$ cat src/rtl/seq_detector_param.sv
// seq_detector_param: run-time programmable serial pattern detector with a saturating match counter
// History shifts in LSB-first order, so pat[0] is the last bit of the sequence.
module seq_detector_param #(
    parameter int               MAX_W   = 16,
    parameter logic [MAX_W-1:0] DEF_PAT = 16'h0009,
    parameter int               DEF_LEN = 4,
    parameter int               OVERLAP = 1,
    parameter int               CNT_W   = 8,
    localparam int              LW      = $clog2(MAX_W + 1)
) (
    input  logic             clk,
    input  logic             reset,
    input  logic             en,
    input  logic             x,
    input  logic             cfg_load,
    input  logic [MAX_W-1:0] cfg_pat,
    input  logic [LW-1:0]    cfg_len,
    input  logic             clear_cnt,
    output logic             out,
    output logic [CNT_W-1:0] match_cnt,
    output logic             cfg_err
);
    localparam logic [LW-1:0] MAX_L = LW'(MAX_W);
    logic [MAX_W-1:0] hist, pat, mask, hist_nx;
    logic [LW-1:0]    len, fill, fill_sat;
    logic [LW:0]      fill_inc;
    logic             load_ok, match;
    always_comb begin
        mask = '0;
        for (int i = 0; i < MAX_W; i++) mask[i] = LW'(i) < len;
        hist_nx  = {hist[MAX_W-2:0], x};
        fill_inc = {1'b0, fill} + (LW+1)'(1);
        fill_sat = fill_inc > {1'b0, len} ? len : fill_inc[LW-1:0];
        load_ok  = cfg_load && cfg_len != '0 && cfg_len <= MAX_L;
        // A legal load discards the bit on that edge, so it can never complete a match
        match    = en && !load_ok && fill_sat >= len && ((hist_nx ^ pat) & mask) == '0;
    end
    always_ff @(posedge clk or negedge reset) begin
        if (!reset) begin
            hist      <= '0;
            fill      <= '0;
            pat       <= DEF_PAT;
            len       <= LW'(DEF_LEN);
            out       <= 1'b0;
            match_cnt <= '0;
            cfg_err   <= 1'b0;
        end else begin
            if (load_ok) begin
                pat  <= cfg_pat;
                len  <= cfg_len;
                hist <= '0;
                fill <= '0;
            end else if (en) begin
                hist <= hist_nx;
                fill <= (match && OVERLAP == 0) ? '0 : fill_sat;
            end
            out       <= match;
            cfg_err   <= cfg_load ? !load_ok : cfg_err;
            match_cnt <= clear_cnt ? '0 : (match && match_cnt != '1) ? match_cnt + CNT_W'(1) : match_cnt;
        end
    end
endmodule

$ cat config.mk
export PLATFORM = sky130hd
export DESIGN_NAME = seq_detector_param
export DESIGN_NICKNAME = d
export VERILOG_FILES = /design/src/rtl/seq_detector_param.sv
export SDC_FILE = /design/constraint.sdc
export NUM_CORES = 1
export LEC_CHECK = 0
export ABC_AREA = 1
export CORE_UTILIZATION = 55
export CTS_CLUSTER_SIZE = 30
export DETAILED_ROUTE_END_ITERATION = 12
export GPL_TIMING_DRIVEN = 0
export PLACE_DENSITY = 0.81
export SYNTH_ARGS = -nofsm -noshare
export SYNTH_HDL_FRONTEND = slang
export SYNTH_SLANG_ARGS = --single-unit
$ cat constraint.sdc
create_clock -name clk -period 3.87 [get_ports clk]
set_input_delay 0.774 -clock clk [delete_from_list [all_inputs] [get_ports clk]]
set_output_delay 0.774 -clock clk [all_outputs]
set_load 0.005 [all_outputs]
# [After elaboration in Yosys (flattened, before gate mapping)]
# Index checks and enable logic that the tools add are counted.
[op_classes] order_cmp=19 mux=7 eq_ne=1 n_bitwise=2 reduce_logical=11 n_addsub=2
[ops] op="$lt 4x5->1 const A" n=8
[ops] op="$mux 15" n=2
[ops] op="$lt 3x5->1 const A" n=4
[ops] op="$and 16x16->16" n=1
[ops] op="$logic_not 16->1" n=1
[ops] op="$mux 8" n=2
[ops] op="$xor 16x16->16" n=1
[ops] op="$mux 5" n=3
[ops] op="$lt 1x5->1 const A" n=2
[ops] op="$lt 2x5->1 const A" n=2
[ops] op="$add 8x1->8 const B" n=1
[ops] op="$ne 8x8->1 const B" n=1
[ops] op="$add 5x1->6 const B" n=1
[ops] op="$gt 6x5->1" n=1
[ops] op="$logic_and 1x1->1" n=6
[ops] op="$ge 5x5->1" n=1
[ops] op="$le 5x5->1 const B" n=1
[ops] op="$reduce_bool 5->1" n=1
[ops] op="$reduce_bool 2->1" n=2
[ops] op="$logic_not 1->1" n=1
[word_totals] register_bits=51 elab_cells=49 output_inout_bits=10 input_bits=27

# [Depth between registers and ports, before layout]
# Gate-level depths: netlist of run 1.
[depth] depth_word=10 ltp_mapped=25 depth_no_buf=25

# [Least setup slack after synthesis of run 1]
# No wires, ideal clock.
[synth_path] path_kind="register to register" startpoint="reg fill[0]" endpoint="reg match_cnt[4]" setup_ns=0.065 required_time_ns=3.805 period_less_slack_ns=3.061 slack_ns=0.809 path_stages_with_launch=25 path_buffers=0 arrival_time_ns=2.995 cell_sequence="dfrtp_1 > ha_1 > nand3_1 > xor2_1 > inv_1 > ha_1 > nand2_1 > o21ai_0 > nand2_1 > nand2_1 > nand2_1 > and2_1 > ha_1 > nand2_1 > inv_1 > nand2_1 > nand2_1 > nand2_1 > nand2_1 > nand2_1 > nor2_2 > nand4_4 > nand2_4 > nand2_1 > nand2_1"
[synth_via] elab_chain_len=8
[synth_lines] element="start: declaration" line="25" rtl="logic [LW-1:0] len, fill, fill_sat;"
[synth_lines] element="start signal: assignment" line="55" rtl="fill <= (match && OVERLAP == 0) ? '0 : fill_sat;"
[synth_lines] element="$add 5x1->6 *" line="32" rtl="fill_inc = {1'b0, fill} + (LW+1)'(1);"
[synth_lines] element="$gt 6x5->1" line="33" rtl="fill_sat = fill_inc > {1'b0, len} ? len : fill_inc[LW-1:0];"
[synth_lines] element="$mux 5 *" line="33"
[synth_lines] element="$ge 5x5->1 *" line="36" rtl="match = en && !load_ok && fill_sat >= len && ((hist_nx ^ pat) & mask) == '0;"
[synth_lines] element="$logic_and 1x1->1 * (2 in a row)" line="36"
[synth_lines] element="$logic_and 1x1->1 *" line="59" rtl="match_cnt <= clear_cnt ? '0 : (match && match_cnt != '1) ? match_cnt + CNT_W'(1) : match_cnt;"
[synth_lines] element="$reduce_bool 2->1 (no source line) *"
[synth_lines] element="end signal: assignment" line="59"
[synth_lines] element="end: declaration" line="20" rtl="output logic [CNT_W-1:0] match_cnt,"
# Mark *: on every way between the ends. The rest lies on a longest branch, timed or not.
# A chain may end at the register's enable or synchronous reset.

# [Final worst setup path of run 1]
[layout_path] startpoint="reg fill[0]" endpoint="reg match_cnt[1]"
# The elaborated chain is that of the path after synthesis.

==> results_dict.tcl, run 1 <==
set metrics [dict create \
    cts.clk_slew.worst_paths_ns 0.09 \
    post_cts_buffers 0 \
    dieArea_sq_um 5610 \
    synth-seq-cells 51 \
    hold_violations 0 \
    postSynthNetCount 414 \
    vias 2562 \
    crit_path_start_kind "flip-flop" \
    rsz0062_at_grt "false" \
    crit_chain "ha_1 -> nand3_1 -> xor2_1 -> inv_1 -> ha_1 -> nand2_1 -> o21ai_0 -> nand2_1 -> nand2_1 -> nand2_1 -> and2_1 -> ha_1 -> nand2_1 -> inv_1 -> nand2_1 -> nand2_1 -> nand2_1 -> nand2_1 -> nand2_1 -> nor2_2 -> nand4_4 -> nand2_4 -> nand2_1 -> nand2_1" \
    grt_usage_pct 24.7 \
    post-dp-hpwl_microns 4890 \
    rows 26 \
    drt_iter0_drc 125 \
    critPathMostFrequentCell "nand2_1" \
    worst-path-buf-inv 2 \
    p_sw_uw 570 \
    io_buffers 35 \
    tightest_slew_ns 0.561 \
    cts_resized 0 \
    pwr_density_cell_nw_per_um2 466 \
    post_synth_inst_count 375 \
    htreeDepth 2 \
    grt_max_degree 39 \
    critPathMaxStageDelay_ns 0.45 \
    setup_tns_ns 0 \
    ant_nets 0 \
    critPathSlowestCell "dfrtp_1" \
    fin_cells 489 \
    die_w_microns 74.9 \
    cpLargestDelayFamily "simple AND/OR/NAND/NOR gates" \
    synth_top_flop_cell "dfrtp_1" \
    hold-worst-slack_ns 0.370 \
    crit_required_ns 4.11 \
    finClkSkew_ns 0.00818 \
    wirelength_microns 6480 \
    routedWlPerCell_microns 13.2 \
    core_sq_um 5110 \
    area_growth_syn_to_layout_pct 19.5 \
    cts.sinks 51 \
    async_flop_share_pct 100 \
    cts-root-buf "clkbuf_8" \
    antenna_found_initial 0 \
    ctsHoldBuffers 0 \
    dr.pass1.iters 4 \
    grt_pass1_wl_microns 10400 \
    slew_violations 0 \
    cts_tree "built" \
    yosysUniqueCellTypes 32 \
    setup_viol 0 \
    fin_nets 457 \
    clock_latency_ns 0.30 \
    vias_per_cell 5.24 \
    pwr-share-seq_pct 40.4 \
    switching_share_pct 35.0 \
    setup_ws_ns 0.366 \
    seq_area_frac_synth_pct 43.8 \
    drc_errors 0 \
    yosys_warnings 0 \
    syn_avg_cell_area_sq_um 7.79 \
    fp.dieH_microns 74.9 \
    period_minus_slack_ns 3.50 \
    maxCapViolCount 0 \
    peakVddDrop_mv 0.318 \
    clkPwrFrac_pct 23.6 \
    cts_max_path_buffers 2 \
    end_kind "flip-flop" \
    drive_gt1_share_pct 8.59 \
    slew_headroom_pct 62.6 \
    initial_core_util_pct 57.2 \
    place_ws_ns 0.385 \
    gp_congestion 0.886 \
    diodes 0 \
    hp-class "in -> async" \
    placed_cells 481 \
    synth_edf_count 0 \
    internal_power_mw 1.06 \
    worst-path-max-fanout 9 \
    gr-total-overflow 0 \
    p_comb_share_pct 35.9 \
    power_mw 1.63 \
    finalCritPeriodShare_pct 90.5 \
    io_pins 37 \
    numCtsBuffers 5 \
    synth_area_sq_um 2920 \
    leakagePower_nw 1.77 \
    fmax_mhz 285 \
    crit_type "reg -> reg" \
    status "finished clean" \
    grt_pass1_vias 2295 \
    crit_arrival_ns 3.74 \
]
[layout by cell type (no fill, tap or decap), drive strengths merged, types with 11 or more instances in the layout]
master,instances
a21oi,18
nor2,45
inv,51
clkdlybuf4s50,34
nand3,36
ha,12
dfrtp,48
clkbuf,11
nand2,100
o22ai,15
[sequential cells by signal, indices dropped and copies added (netlist names)]
signal / cells
len: 5
pat: 16
out: 1
hist: 15
fill: 5
match_cnt: 8
cfg_err: 1
[power groups by stage]
stage | Sequential, mW | Combinational [mW] | Clock [mW]
floorplan | 0.651 | 0.436 | 0
global route | 0.666 | 0.677 | 0.412
finish | 0.658 | 0.584 | 0.385
CTS | 0.657 | 0.585 | 0.386
global placement | 0.663 | 0.558 | 0
detailed placement | 0.668 | 0.581 | 0
[cells in the mapped netlist (all sizes together) (2+ instances only)]
master / n / share of area [%]
and2: 4 / 0.86
nand3b: 2 / 0.51
o21ai: 6 / 1.0
ha: 12 / 5.1
xnor2: 2 / 0.60
nor3: 2 / 0.34
dfrtp: 48 / 41
xor2: 10 / 3.0
mux2: 6 / 2.3
a21oi: 18 / 3.1
clkbuf: 5 / 0.64
nand3: 36 / 6.3
buf: 2 / 0.30
o22ai: 15 / 3.2
nand4: 3 / 1.2
dfstp: 3 / 2.7
nand2: 100 / 13
inv: 51 / 6.6
nor3b: 2 / 0.51
nor2: 45 / 6.6
[area by class of cell]
| cell class | count | area [sq um] |
|---|---|---|
| fill | 425 | 1620 |
| multi-input combinational | 265 | 1420 |
| sequential | 51 | 1280 |
| timing repair buffer | 36 | 365 |
| inverter | 52 | 195 |
| tap | 70 | 87.6 |
| clock buffer | 6 | 82.6 |
| clock inverter | 2 | 35.0 |
| buffer | 7 | 27.5 |
[per-stage QoR]
| step | area, sq um | utilization [%] |
|---|---|---|
| finish | 3490 | 68.4 |
| global route | 3490 | 68.4 |
| CTS | 3490 | 68.4 |
| detailed placement | 3370 | 66.1 |
| global placement | 3360 | 65.8 |
| floorplan | 2920 | - |
[routing by layer]
| metal | wire length (microns) | part of all wire (%) | global-route usage, % |
|---|---|---|---|
| met1 | 3080 | 48 | 35.0 |
| met2 | 3110 | 48 | 38.9 |
| met3 | 262 | 4.0 | 5.62 |
| met4 | 30 | 0.46 | 5.87 |
| met5 | 0 | 0 | 0 |
[worst paths after layout]
| path | from | to | slack (ns) | depth (start not counted) |
|---|---|---|---|---|
| max in group asynchronous | reset | pat[9] | 2.99 | 2 |
| hold / removal | reset | fill[0] | 0.37 | 1 |
| setup reg to reg | fill[0] | match_cnt[1] | 0.37 | 24 |
| hold reg to reg | pat[3] | pat[3] | 0.50 | 2 |
| min in group clk | pat[3] | pat[3] | 0.50 | 2 |
| setup / recovery | fill[0] | match_cnt[1] | 0.37 | 24 |
[cell families (layout without fill, tap and decap cells)]
family | after synthesis | count (layout) | share of synthesized area, %
simple gates | 195 | 195 | 29.9
buf+inv | 59 | 103 | 7.62
flops | 51 | 51 | 43.8
compound gates | 40 | 40 | 7.58
fa+ha+maj | 12 | 12 | 5.14
xor+xnor | 12 | 12 | 3.60
mux | 6 | 6 | 2.31
No activity file was read; power rests on OpenSTA's default activity.
==> run 2: changes to the inputs <==
--- a/config.mk
+++ b/config.mk
@@ -6,11 +6,11 @@
 export NUM_CORES = 1
 export LEC_CHECK = 0
 export ABC_AREA = 1
-export CORE_UTILIZATION = 55
+export CORE_UTILIZATION = 36
 export CTS_CLUSTER_SIZE = 30
 export DETAILED_ROUTE_END_ITERATION = 12
 export GPL_TIMING_DRIVEN = 0
-export PLACE_DENSITY = 0.81
+export PLACE_DENSITY = 0.58
 export SYNTH_ARGS = -nofsm -noshare
 export SYNTH_HDL_FRONTEND = slang
 export SYNTH_SLANG_ARGS = --single-unit
==> run 2 against run 1 <==
Register-to-register slack got worse by 0.05 ns. Wire length rose by 6.3%. Critical path depth did not move. Power fell by 3.4%. Final cell count rose by 6.5%. Sequential power barely moved. Combinational power rose by 2%. Die area rose by 51%. Via count fell by 0.66%. First-iteration DRC count fell by 21%. Final area rose by 0.47%. Critical endpoint is now match_cnt[2]. Largest power group unchanged. Highest routed layer unchanged.
==> results_dict.tcl, run 2 (synthesis gave the netlist of run 1 again) <==
set metrics [dict create \
    peakVddDrop_mv 0.199 \
    post_cts_buffers 0 \
    io_pins 37 \
    finalCritPeriodShare_pct 91.8 \
    cts-root-buf "clkbuf_8" \
    crit_type "reg -> reg" \
    top_regs "pat (16), hist (15), match_cnt (8)" \
    status "finished clean" \
    finClkSkew_ns 0.0110 \
    htreeDepth 2 \
    crit_path_start_kind "flip-flop" \
    p_sw_uw 591 \
    pwr_density_cell_nw_per_um2 448 \
    final_common_cell "nand2_1" \
    critPathSlowestCell "dfrtp_1" \
    gr-total-overflow 0 \
    grt_usage_pct 17.5 \
    fp.dieH_microns 92.1 \
    drc_errors 0 \
    clock_latency_ns 0.31 \
    fin_nets 457 \
    clkPwrFrac_pct 20.2 \
    vias 2545 \
    cts_tree "built" \
    cpLargestDelayFamily "simple AND/OR/NAND/NOR gates" \
    end_kind "flip-flop" \
    power_mw 1.57 \
    critPathMostFrequentCell "nand2_1" \
    drt_iter0_drc 99 \
    worst-path-buf-inv 2 \
    slew_violations 0 \
    io_buffers 35 \
    leakagePower_nw 1.75 \
    slew_headroom_pct 54.9 \
    setup_ws_ns 0.317 \
    dr.pass1.iters 4 \
    numCtsBuffers 5 \
    die_w_microns 92.1 \
    period_minus_slack_ns 3.55 \
    pwr-share-seq_pct 41.8 \
    cts_max_path_buffers 2 \
    worst-path-max-fanout 9 \
    cts.sinks 51 \
    grt_pass1_wl_microns 11700 \
    grt_max_degree 37 \
    wirelength_microns 6880 \
    area_growth_syn_to_layout_pct 20.1 \
    routedWlPerCell_microns 13.2 \
    setup_tns_ns 0 \
    fmax_mhz 281 \
    core_sq_um 7810 \
    place_ws_ns 0.311 \
    largest_reg_flops 16 \
    switching_share_pct 37.6 \
    dieArea_sq_um 8480 \
    crit_arrival_ns 3.79 \
    critPathMaxStageDelay_ns 0.45 \
    cts.clk_slew.worst_paths_ns 0.10 \
    rsz0062_at_grt "false" \
    reg2regPathDepth 24 \
    maxCapViolCount 0 \
    placed_cells 513 \
    post-dp-hpwl_microns 5280 \
    ant_nets 0 \
    crit_required_ns 4.11 \
    layout_common_cells "nand2_1, dfrtp_1, inv_1" \
    regMostFlops "pat" \
    hold_violations 0 \
    initial_core_util_pct 37.4 \
    fin_cells 521 \
    setup_viol 0 \
    critical_path_depth 24 \
    gp_congestion 0.806 \
    vias_per_cell 4.88 \
    rows 32 \
    grt_pass1_vias 2459 \
    diodes 0 \
    crit_chain "ha_1 -> nand3_1 -> xor2_1 -> inv_1 -> ha_1 -> nand2_1 -> o21ai_0 -> nand2_2 -> nand2_2 -> nand2_1 -> and2_1 -> ha_1 -> nand2_1 -> inv_1 -> nand2_1 -> nand2_1 -> nand2_1 -> nand2_1 -> nand2_1 -> nor2_2 -> nand4_4 -> nand2_4 -> nand2_1 -> nand2_1" \
    drive_gt1_share_pct 8.83 \
    p_comb_share_pct 38.1 \
    tightest_slew_ns 0.677 \
    hp-class "in -> async" \
    antenna_found_initial 0 \
    internal_power_uw 981 \
]
[run 2: cell count changes in the layout (fill, tap and decap cells not counted), sizes merged]
cell	before	now
inv	51	52
clkinv	2	1
bufinv	1	0
clkinvlp	0	1
[run 2: final timing paths]
path | from | endpoint | slack, ns
worst min-delay path | reset | pat[4] | 0.38
worst min register to register | pat[0] | pat[0] | 0.50
min in group clk | pat[0] | pat[0] | 0.50
worst max-delay path | fill[0] | match_cnt[2] | 0.32
max in group asynchronous | reset | pat[3] | 2.91
worst max register to register | fill[0] | match_cnt[2] | 0.32
[run 2: layout make-up]
type	count	area (sq um)
repair buffers	36	365
well taps	102	128
fillers	808	4300
flip-flops and latches	51	1280
clock inverters	2	16.3
clock buffers	6	72.6
plain buffers	7	27.5
inverters	52	195
multi-input cells	265	1420
[run 2: per-layer routing]
layer	part of all wire (%)	track usage, %
met5	0	0
met4	1.5	4.82
met3	2.0	2.24
met2	49	28.9
met1	48	24.3
[run 2: timing repair]
item                                    4_1_cts  5_1_grt
gates resized for setup                       0        2
hold buffers                                  0        0
endpoints found under the setup margin        0        8
[run 2: through the flow]
| stage | hold slack (ns) | instance area, sq um | util (%) |
|---|---|---|---|
| floorplan | 0.460 | 2920 | - |
| global placement | 0.469 | 3400 | 43.5 |
| detailed placement | 0.483 | 3410 | 43.7 |
| CTS | 0.389 | 3500 | 44.9 |
| global route | 0.395 | 3510 | 44.9 |
| finish | 0.377 | 3510 | 44.9 |
[run 2: power groups by stage]
stage	logic, mW	clock network [mW]	registers (mW)
2_1_floorplan	0.436	0	0.651
3_3_place_gp	0.575	0	0.664
3_5_place_dp	0.596	0	0.667
4_1_cts	0.602	0.325	0.656
5_1_grt	0.699	0.348	0.666
6_report	0.598	0.317	0.656
==> run 3: changes to the inputs <==
--- a/config.mk
+++ b/config.mk
@@ -6,11 +6,13 @@
 export NUM_CORES = 1
 export LEC_CHECK = 0
 export ABC_AREA = 1
+export CORE_MARGIN = 2
 export CORE_UTILIZATION = 36
 export CTS_CLUSTER_SIZE = 30
 export DETAILED_ROUTE_END_ITERATION = 12
 export GPL_TIMING_DRIVEN = 0
 export PLACE_DENSITY = 0.58
+export SKIP_LAST_GASP = 1
 export SYNTH_ARGS = -nofsm -noshare
 export SYNTH_HDL_FRONTEND = slang
 export SYNTH_SLANG_ARGS = --single-unit
==> run 3 against run 2 <==
Global-route usage fell by 0.83 points. Clock-buffer cell count did not move. Via count fell by 2.6%. Maximum frequency rose by 1.6%. Clock power rose by 17%. Sequential power barely moved. Combinational power fell by 0.7%. Core utilization rose by 0.24 points. Register-to-register slack improved by 0.06 ns. Hold slack got worse by 0.019 ns. Non-clock buffer count did not move. Worst setup slack improved by 0.057 ns. Critical endpoint is now match_cnt[4].
==> results_dict.tcl, run 3 (synthesis gave the netlist of run 1 again) <==
set metrics [dict create \
    io_pins 37 \
    setup_viol 0 \
    gr-total-overflow 0 \
    r2r_end "match_cnt[4]" \
    pwr_density_cell_nw_per_um2 459 \
    wirelength_microns 6760 \
    status "finished clean" \
    crit_required_ns 4.12 \
    die_w_microns 94.1 \
    area_growth_syn_to_layout_pct 20.7 \
    crit_type "reg -> reg" \
    io_buffers 35 \
    vias_per_cell 4.76 \
    numCtsBuffers 5 \
    period_minus_slack_ns 3.50 \
    cpLargestDelayFamily "simple AND/OR/NAND/NOR gates" \
    grt_pass1_vias 2427 \
    clock_latency_ns 0.31 \
    reg2regPathDepth 24 \
    routedWlPerCell_microns 13.0 \
    fp.dieH_microns 94.1 \
    drive_gt1_share_pct 8.59 \
    worst-path-max-fanout 9 \
    hold_violations 0 \
    hp-class "in -> async" \
    diodes 0 \
    rrSetupSlack_ns 0.37 \
    critPathMaxStageDelay_ns 0.45 \
    post-dp-hpwl_microns 5230 \
    cts_tree "built" \
    critPathMostFrequentCell "nand2_1" \
    end_kind "flip-flop" \
    regMostFlops "pat" \
    fin_nets 457 \
    tightest_slew_ns 0.624 \
    rsz0062_at_grt "false" \
    crit_chain "ha_1 -> nand3_1 -> xor2_1 -> inv_1 -> ha_1 -> nand2_1 -> o21ai_0 -> nand2_1 -> nand2_2 -> nand2_1 -> and2_1 -> ha_1 -> nand2_1 -> inv_1 -> nand2_1 -> nand2_1 -> nand2_1 -> nand2_1 -> nand2_1 -> nor2_2 -> nand4_4 -> nand2_4 -> nand2_1 -> nand2_1" \
    worst-path-buf-inv 2 \
    layout_common_cells "nand2_1, dfrtp_1, inv_1" \
    grt_usage_pct 16.7 \
    rows 32 \
    top_regs "pat (16), hist (15), match_cnt (8)" \
    slew_violations 0 \
    ant_nets 0 \
    peakVddDrop_mv 0.150 \
    cts.sinks 51 \
    fill_cells 794 \
    cts-root-buf "clkbuf_8" \
    fmax_mhz 286 \
    fin_cells 521 \
    vias 2478 \
    drt_iter0_drc 136 \
    largest_reg_flops 16 \
    slew_headroom_pct 58.4 \
    grt_pass1_wl_microns 11600 \
    initial_core_util_pct 37.4 \
    htreeDepth 2 \
    drc_errors 0 \
    gp_congestion 0.835 \
    crit_arrival_ns 3.74 \
    crit_path_start_kind "flip-flop" \
    core_sq_um 7810 \
    leakagePower_nw 1.76 \
    setup_tns_ns 0 \
    placed_cells 513 \
    dr.pass1.iters 6 \
    finalCritPeriodShare_pct 90.3 \
    grt_max_degree 39 \
    final_common_cell "nand2_1" \
    multi_input_area_sq_um 1420 \
    ff_latch_area_sq_um 1280 \
    maxCapViolCount 0 \
    dieArea_sq_um 8850 \
    r2r-start "fill[0]" \
    post_cts_buffers 0 \
    antenna_found_initial 0 \
    finClkSkew_ns 0.00749 \
    cts_max_path_buffers 2 \
    critPathSlowestCell "dfrtp_1" \
    cts.clk_slew.worst_paths_ns 0.09 \
]
[run 3: layout make-up]
class,count,share of cell area (%)
inverter,52,5.53
buffer,7,0.780
timing repair buffer,36,10.4
clock inverter,2,1.06
sequential,51,36.3
multi-input combinational,265,40.3
clock buffer,6,2.06
tap,102,3.62
[run 3: worst max path at each step]
stage	to	from	slack [ns]	depth (start not counted)
floorplan	match_cnt[4]	fill[0]	0.81	24
global placement	match_cnt[7]	reset	0.40	1
detailed placement	match_cnt[4]	fill[0]	0.32	24
CTS	match_cnt[4]	fill[0]	0.30	24
global route	match_cnt[5]	fill[0]	0.01	24
finish	match_cnt[4]	fill[0]	0.37	24
[run 3: repair_timing]
action,CTS,global route
gates resized for setup,0,1
endpoints found under the setup margin,0,8
hold endpoints to repair,0,0
hold buffers,0,0
[run 3: stage by stage]
| step | hold WS, ns | utilization, % | worst slack (ns) | instance area [sq um] | total power, mW |
|---|---|---|---|---|---|
| 3_3_place_gp | 0.469 | 43.5 | 0.399 | 3400 | 1.24 |
| 5_1_grt | 0.369 | 45.2 | 0.0118 | 3530 | 1.77 |
| 2_1_floorplan | 0.460 | - | 0.809 | 2920 | 1.09 |
| 6_report | 0.358 | 45.2 | 0.374 | 3530 | 1.62 |
| 3_5_place_dp | 0.484 | 43.7 | 0.318 | 3410 | 1.26 |
| 4_1_cts | 0.363 | 45.1 | 0.296 | 3520 | 1.64 |
[run 3: report_power, final]
part	switching (mW)	internal (mW)
clock network	0.177	0.193
logic	0.342	0.252
registers	0.0583	0.597
total	0.578	1.04
[run 3: metal layers]
layer	part of all wire (%)	wire (microns)	global-route usage, %	vias up
met5	0	0	0	-
li1	-	-	-	1289
met3	2.1	142	2.97	10
met2	47	3190	26.3	27
met1	49	3310	23.6	1152
met4	1.9	127	4.95	0
